<file path="config.mk">
export PLATFORM = sky130hd
export DESIGN_NAME = regfile_sb
export DESIGN_NICKNAME = d
export VERILOG_FILES = /design/src/rtl/regfile_sb.sv
export SDC_FILE = /design/constraint.sdc
export NUM_CORES = 2
export LEC_CHECK = 0
export CAP_MARGIN = 0
export CELL_PAD_IN_SITES_DETAIL_PLACEMENT = 1
export CELL_PAD_IN_SITES_GLOBAL_PLACEMENT = 2
export CORE_ASPECT_RATIO = 0.7
export CORE_UTILIZATION = 44
export DETAILED_ROUTE_END_ITERATION = 7
export PLACE_DENSITY = 0.92
export SYNTH_ARGS = -nofsm -noshare
export SYNTH_HDL_FRONTEND = slang
export SYNTH_SLANG_ARGS = --single-unit
</file>
<file path="constraint.sdc">
create_clock -name clk -period 3.3 [get_ports clk]
set_input_delay 0.825 -clock clk [delete_from_list [all_inputs] [get_ports clk]]
set_output_delay 0.825 -clock clk [all_outputs]
set_load 0.02 [all_outputs]
</file>
<file path="src/rtl/regfile_sb.sv">
// rtl/regfile_sb.sv - register file with per-index busy scoreboard, write forwarding, debug tap and write counter
module regfile_sb #(
  parameter int WIDTH   = 32,
  parameter int DEPTH   = 32,
  parameter int DBG_IDX = 10,
  parameter int BYPASS  = 1,
  parameter int CNT_W   = 16,
  localparam int ADDR_W = $clog2(DEPTH)
) (
  input  logic              clk,
  input  logic              rst_n,
  input  logic [ADDR_W-1:0] AD1,
  input  logic [ADDR_W-1:0] AD2,
  output logic [WIDTH-1:0]  RD1,
  output logic [WIDTH-1:0]  RD2,
  input  logic [ADDR_W-1:0] AD3,
  input  logic              WE3,
  input  logic [WIDTH-1:0]  WD3,
  input  logic              BS_EN,
  input  logic [ADDR_W-1:0] BS_AD,
  output logic              HAZ1,
  output logic              HAZ2,
  output logic [WIDTH-1:0]  dbg,
  output logic [CNT_W-1:0]  wr_cnt
);

  if (DEPTH < 2 || (DEPTH & (DEPTH - 1)) != 0) begin : g_bad_depth
    $error("regfile_sb: DEPTH must be a power of two and at least 2");
  end
  if (DBG_IDX < 0 || DBG_IDX >= DEPTH) begin : g_bad_dbg_idx
    $error("regfile_sb: DBG_IDX must index an existing register");
  end

  localparam logic [ADDR_W-1:0] DBG_A = ADDR_W'(DBG_IDX);

  logic [WIDTH-1:0] regs_q [DEPTH];
  logic [DEPTH-1:0] busy_q;
  logic [DEPTH-1:0] busy_d;
  logic [CNT_W-1:0] cnt_q;
  logic             wr_commit;
  logic             hit1;
  logic             hit2;

  // Index 0 is never a write target; reset gates everything so inputs are ignored while low.
  assign wr_commit = rst_n & WE3 & (AD3 != '0);
  assign hit1      = wr_commit & (AD3 == AD1);
  assign hit2      = wr_commit & (AD3 == AD2);

  // Next busy vector: a completing write clears, a newly issued producer sets and wins a tie.
  always_comb begin
    busy_d = busy_q;
    if (wr_commit) busy_d[AD3] = 1'b0;
    if (rst_n && BS_EN && (BS_AD != '0)) busy_d[BS_AD] = 1'b1;
    busy_d[0] = 1'b0;
  end

  // Register array; entry 0 stays at its reset value of zero forever.
  always_ff @(posedge clk or negedge rst_n) begin
    if (!rst_n) begin
      for (int i = 0; i < DEPTH; i++) regs_q[i] <= '0;
    end else if (wr_commit) begin
      regs_q[AD3] <= WD3;
    end
  end

  // Scoreboard busy bits and saturating committed-write counter.
  always_ff @(posedge clk or negedge rst_n) begin
    if (!rst_n) begin
      busy_q <= '0;
      cnt_q  <= '0;
    end else begin
      busy_q <= busy_d;
      if (wr_commit && (cnt_q != '1)) cnt_q <= cnt_q + CNT_W'(1);
    end
  end

  // Combinational read ports with optional forwarding of the in-flight write.
  always_comb begin
    RD1 = regs_q[AD1];
    RD2 = regs_q[AD2];
    if (BYPASS != 0) begin
      if (hit1) RD1 = WD3;
      if (hit2) RD2 = WD3;
    end
  end

  // Hazard flags: forwarding hides a completing producer, otherwise the write itself is still in flight.
  always_comb begin
    if (BYPASS != 0) begin
      HAZ1 = busy_q[AD1] & ~hit1;
      HAZ2 = busy_q[AD2] & ~hit2;
    end else begin
      HAZ1 = busy_q[AD1] | hit1;
      HAZ2 = busy_q[AD2] | hit2;
    end
  end

  assign dbg    = regs_q[DBG_A];
  assign wr_cnt = cnt_q;

endmodule

</file>
==> impl_results.md <==
* Max Cap Viol at 0
* Die ar. at between 100000 and 150000 um^2
* Share of cells above drive strength 1 at 0.438
* Hold crit path type: in2async
* WL/cell at roughly 44 um
* Maximum vdd drop at 0.460 mV
* Fin worst setup slack at -826 ps
* Clock root cell: clkbuf_16
* Reg2Reg Launch Point: wr_cnt[8]
* Drt pass-1 iters at 8
* Number of synthesized flops with an enable pin at 0
* Setup crit end: RD2[26]
* Initial antenna violation count at 18
* RR Endpoint: wr_cnt[15]
* #FFs+latches synth at 1071
* Total power at 39.8 mW
* Final wirelength at approximately 310 mm
* Required @ worst endpoint at 2470 ps
* Worst R2R Path Depth at 6
* Most common flop cell mapped by yosys: dfrtp_1
* Commonest cells post-synth: 1071 x dfrtp_1, 1031 x mux2i_1, 749 x mux2_2, 256 x a22oi_1, 247 x mux2_1
* Number of global-route vias before repair at between 50000 and 60000
* Post-synth top area share at 0.452
* Critical Path Start Type: input pin
* Starting DRT DRC Count at approximately 7300
* Effective utilization at floorplan at 0.444
* Synth warn at 0
* CP Class: in2out
* CTS max path bufs at 3
* Area contributors post-synth: dfrtp_1 45%, mux2i_1 17%, mux2_2 14%
* Post-synthesis sequential area ratio at 0.452
* Worst-Skew Late Latency at just under 800 ps
* Post-DP HPWL at roughly 150 mm
* Total CTS buffers at around 110
* Largest net degree at the start of global routing at 172
* Net switching power at approximately 14 mW
* Die H at between 300 and 400 um
* Cells after DPL at 6709
* Final setup vio count at 67
* ANT nets after route at 0
* Worst Setup End Kind: output pin
* Core ar. at between 100000 and 150000 um^2
* Hold WS at approximately 230 ps
* Sw Ratio at 0.350
* Static Leakage at 36.6 nW
* Area leader, netlist: dfrtp_1
* Syn_nets at between 4000 and 5000
* Vias at between 50000 and 60000
* Unrepaired setup endpoints after global routing: true
* Distinct cells, synth at 53
* Multi-input gate area at about 33000 um^2
* Final period util at 1.25
* Final std cells w/o fill at 7215
* Slowest cell on crit path: o41ai_4
* Slew @ Worst Pin at about 1100 ps
* R2R setup slack at approximately 1400 ps
* I/O Pins at 170
* Clk_skew at approximately 8.4 ps
* # port buffers at between 150 and 200
* Final Hold Fails at 0
* Final net count at 5415
* Register Area at approximately 27000 um^2
* GRT Util Overall at 0.412
* Critical path data arrival time at about 3300 ps
* Total gr overflow at 0
* Area of the mapped netlist at between 50000 and 60000 um^2
* Clock sink count at 1071
* Width of the die at 441 um
* Final Max Tran Viols at 0
* Syn-to-layout area delta at 31.0%
* DRC violations left at 0
* H-tree depth at 3
* Hold Buf Count CTS at 0
* Relative slew slack at 0.239
* # rows at 112
* Placer congestion estimate at between 0.9 and 1
* Fin crit period at approximately 4100 ps
* First-pass GRT wire length at ~410 mm
* Logic pwr share at 0.250
* Cell area power density at approximately 510 nW/um^2
* Vias per cell at approximately 7.4
* Crit path max fanout at 12
* Mean post-synth cell area at between 10 and 15 um^2
* Clock share of power at 0.326
* Seq pwr share at 0.424
* Max Freq at about 0.24 GHz
* Slowest stage delay, CP at about 580 ps
* CTS tree: done
* Status: complete, but fails checks
* Clk slew on worst S/H paths at about 80 ps
* CP Cell Sequence: buf_16, buf_12, buf_16, buf_4, buf_8, mux2i_1, a22oi_1, a21oi_1, o41ai_4, buf_4, buf_6
* Post-Syn Instances at about 4700
* CP startpoint: AD2[0]
* Layout fillers at around 13000
* Violations in the final reports: negative setup slack
* Internal Power at about 26 mW
* Asr flop ratio synth at 1.00
* Count leader, synth: dfrtp_1
==> state kept, by name (all words and copies together) (netlist names) <==
signal	flops
busy_q	31
dbg	32
regs_q	992
wr_cnt	16
==> worst max-delay path, delay by kind of cell <==
| family | cells | cell delay [ps] |
|---|---|---|
| buf+inv | 7 | 1220 |
| compound gates | 3 | 1100 |
| mux | 1 | 140 |
==> layout make-up <==
| type | instances | area share |
|---|---|---|
| inverters | 18 | 0.000870 |
| flip-flops and latches | 1071 | 0.345 |
| diodes | 16 | 0.000515 |
| well taps | 1767 | 0.0285 |
| clock buffers | 153 | 0.0398 |
| clock inverters | 30 | 0.00308 |
| repair buffers | 1066 | 0.158 |
| multi-input cells | 3094 | 0.425 |
==> stage by stage <==
step	setup slack, ps	cell area (um^2)	TNS [ps]	util
detailed placement	-1510	67000	-125510	0.502
global placement	-1540	67000	-103210	0.502
global route	-892	77700	-31960	0.582
CTS	-507	75400	-23600	0.565
finish	-826	77700	-32000	0.582
floorplan	9.42	59800	0	-
==> power groups by stage <==
stage	combinational, mW	sequential (mW)	clock, mW
floorplan	4.75	16.1	0
global placement	7.25	16.3	0
detailed placement	7.56	16.5	0
CTS	8.55	16.4	12.2
global route	10.2	16.9	13.2
finish	9.97	16.9	13.0
==> kinds of logic after synthesis <==
logic type      Yosys count  share of synthesized area
xor+xnor                 23                    0.00339
simple gates            215                     0.0175
mux                    2041                      0.368
fa+ha+maj                 1                   0.000211
compound gates          813                      0.110
buf+inv                 563                     0.0493
flops                  1071                      0.452
==> worst min path at each step <==
stage | start | endpoint | slack, ps
3_3_place_gp | regs_q[1007] | regs_q[1007] | 380
6_report | rst_n | regs_q[1015] | 230
5_1_grt | rst_n | regs_q[1015] | 280
3_5_place_dp | regs_q[1008] | regs_q[1008] | 390
2_1_floorplan | regs_q[1000] | regs_q[1000] | 450
4_1_cts | rst_n | regs_q[471] | 260
==> cells in the final DEF (no fill, tap or decap), types with 10 or more instances in the layout <==
| cell type | count |
|---|---|
| dfrtp_1 | 1071 |
| mux2i_1 | 1004 |
| mux2_2 | 748 |
| buf_4 | 560 |
| mux2_1 | 247 |
| a22oi_1 | 205 |
| buf_12 | 177 |
| buf_6 | 133 |
| clkbuf_16 | 117 |
| a22o_1 | 116 |
| a221oi_2 | 91 |
| clkdlybuf4s50_1 | 86 |
| a21oi_1 | 76 |
| nand2_1 | 73 |
| o22ai_2 | 57 |
| a21oi_2 | 56 |
| o41ai_4 | 55 |
| buf_8 | 54 |
| a22oi_2 | 51 |
| buf_16 | 34 |
| a221oi_4 | 30 |
| mux2i_2 | 24 |
| clkbuf_1 | 23 |
| clkbuf_8 | 22 |
| clkinv_2 | 20 |
| nor2_4 | 19 |
| inv_1 | 18 |
| nand2_2 | 17 |
| nand3_1 | 17 |
| o21ai_0 | 17 |
| diode_2 | 16 |
| a22o_4 | 15 |
| o22ai_1 | 15 |
| mux4_2 | 14 |
| nor2_1 | 12 |
| nand2_4 | 12 |
| xnor2_1 | 10 |
==> layer usage <==
| layer | GRT usage | wire length, um | part of all wire |
|---|---|---|---|
| met1 | 0.494 | 107000 | 0.34 |
| met2 | 0.608 | 131000 | 0.42 |
| met3 | 0.131 | 41700 | 0.13 |
| met4 | 0.341 | 34700 | 0.11 |
| met5 | 0 | 184 | 0.00058 |
==> what timing repair did <==
action	4_1_cts	5_1_grt
endpoints found under the setup margin	66	66
pin swaps	183	181
setup buffers	194	120
resized for setup	793	298
cloned	24	9
Power figures use the tool's default switching activity.
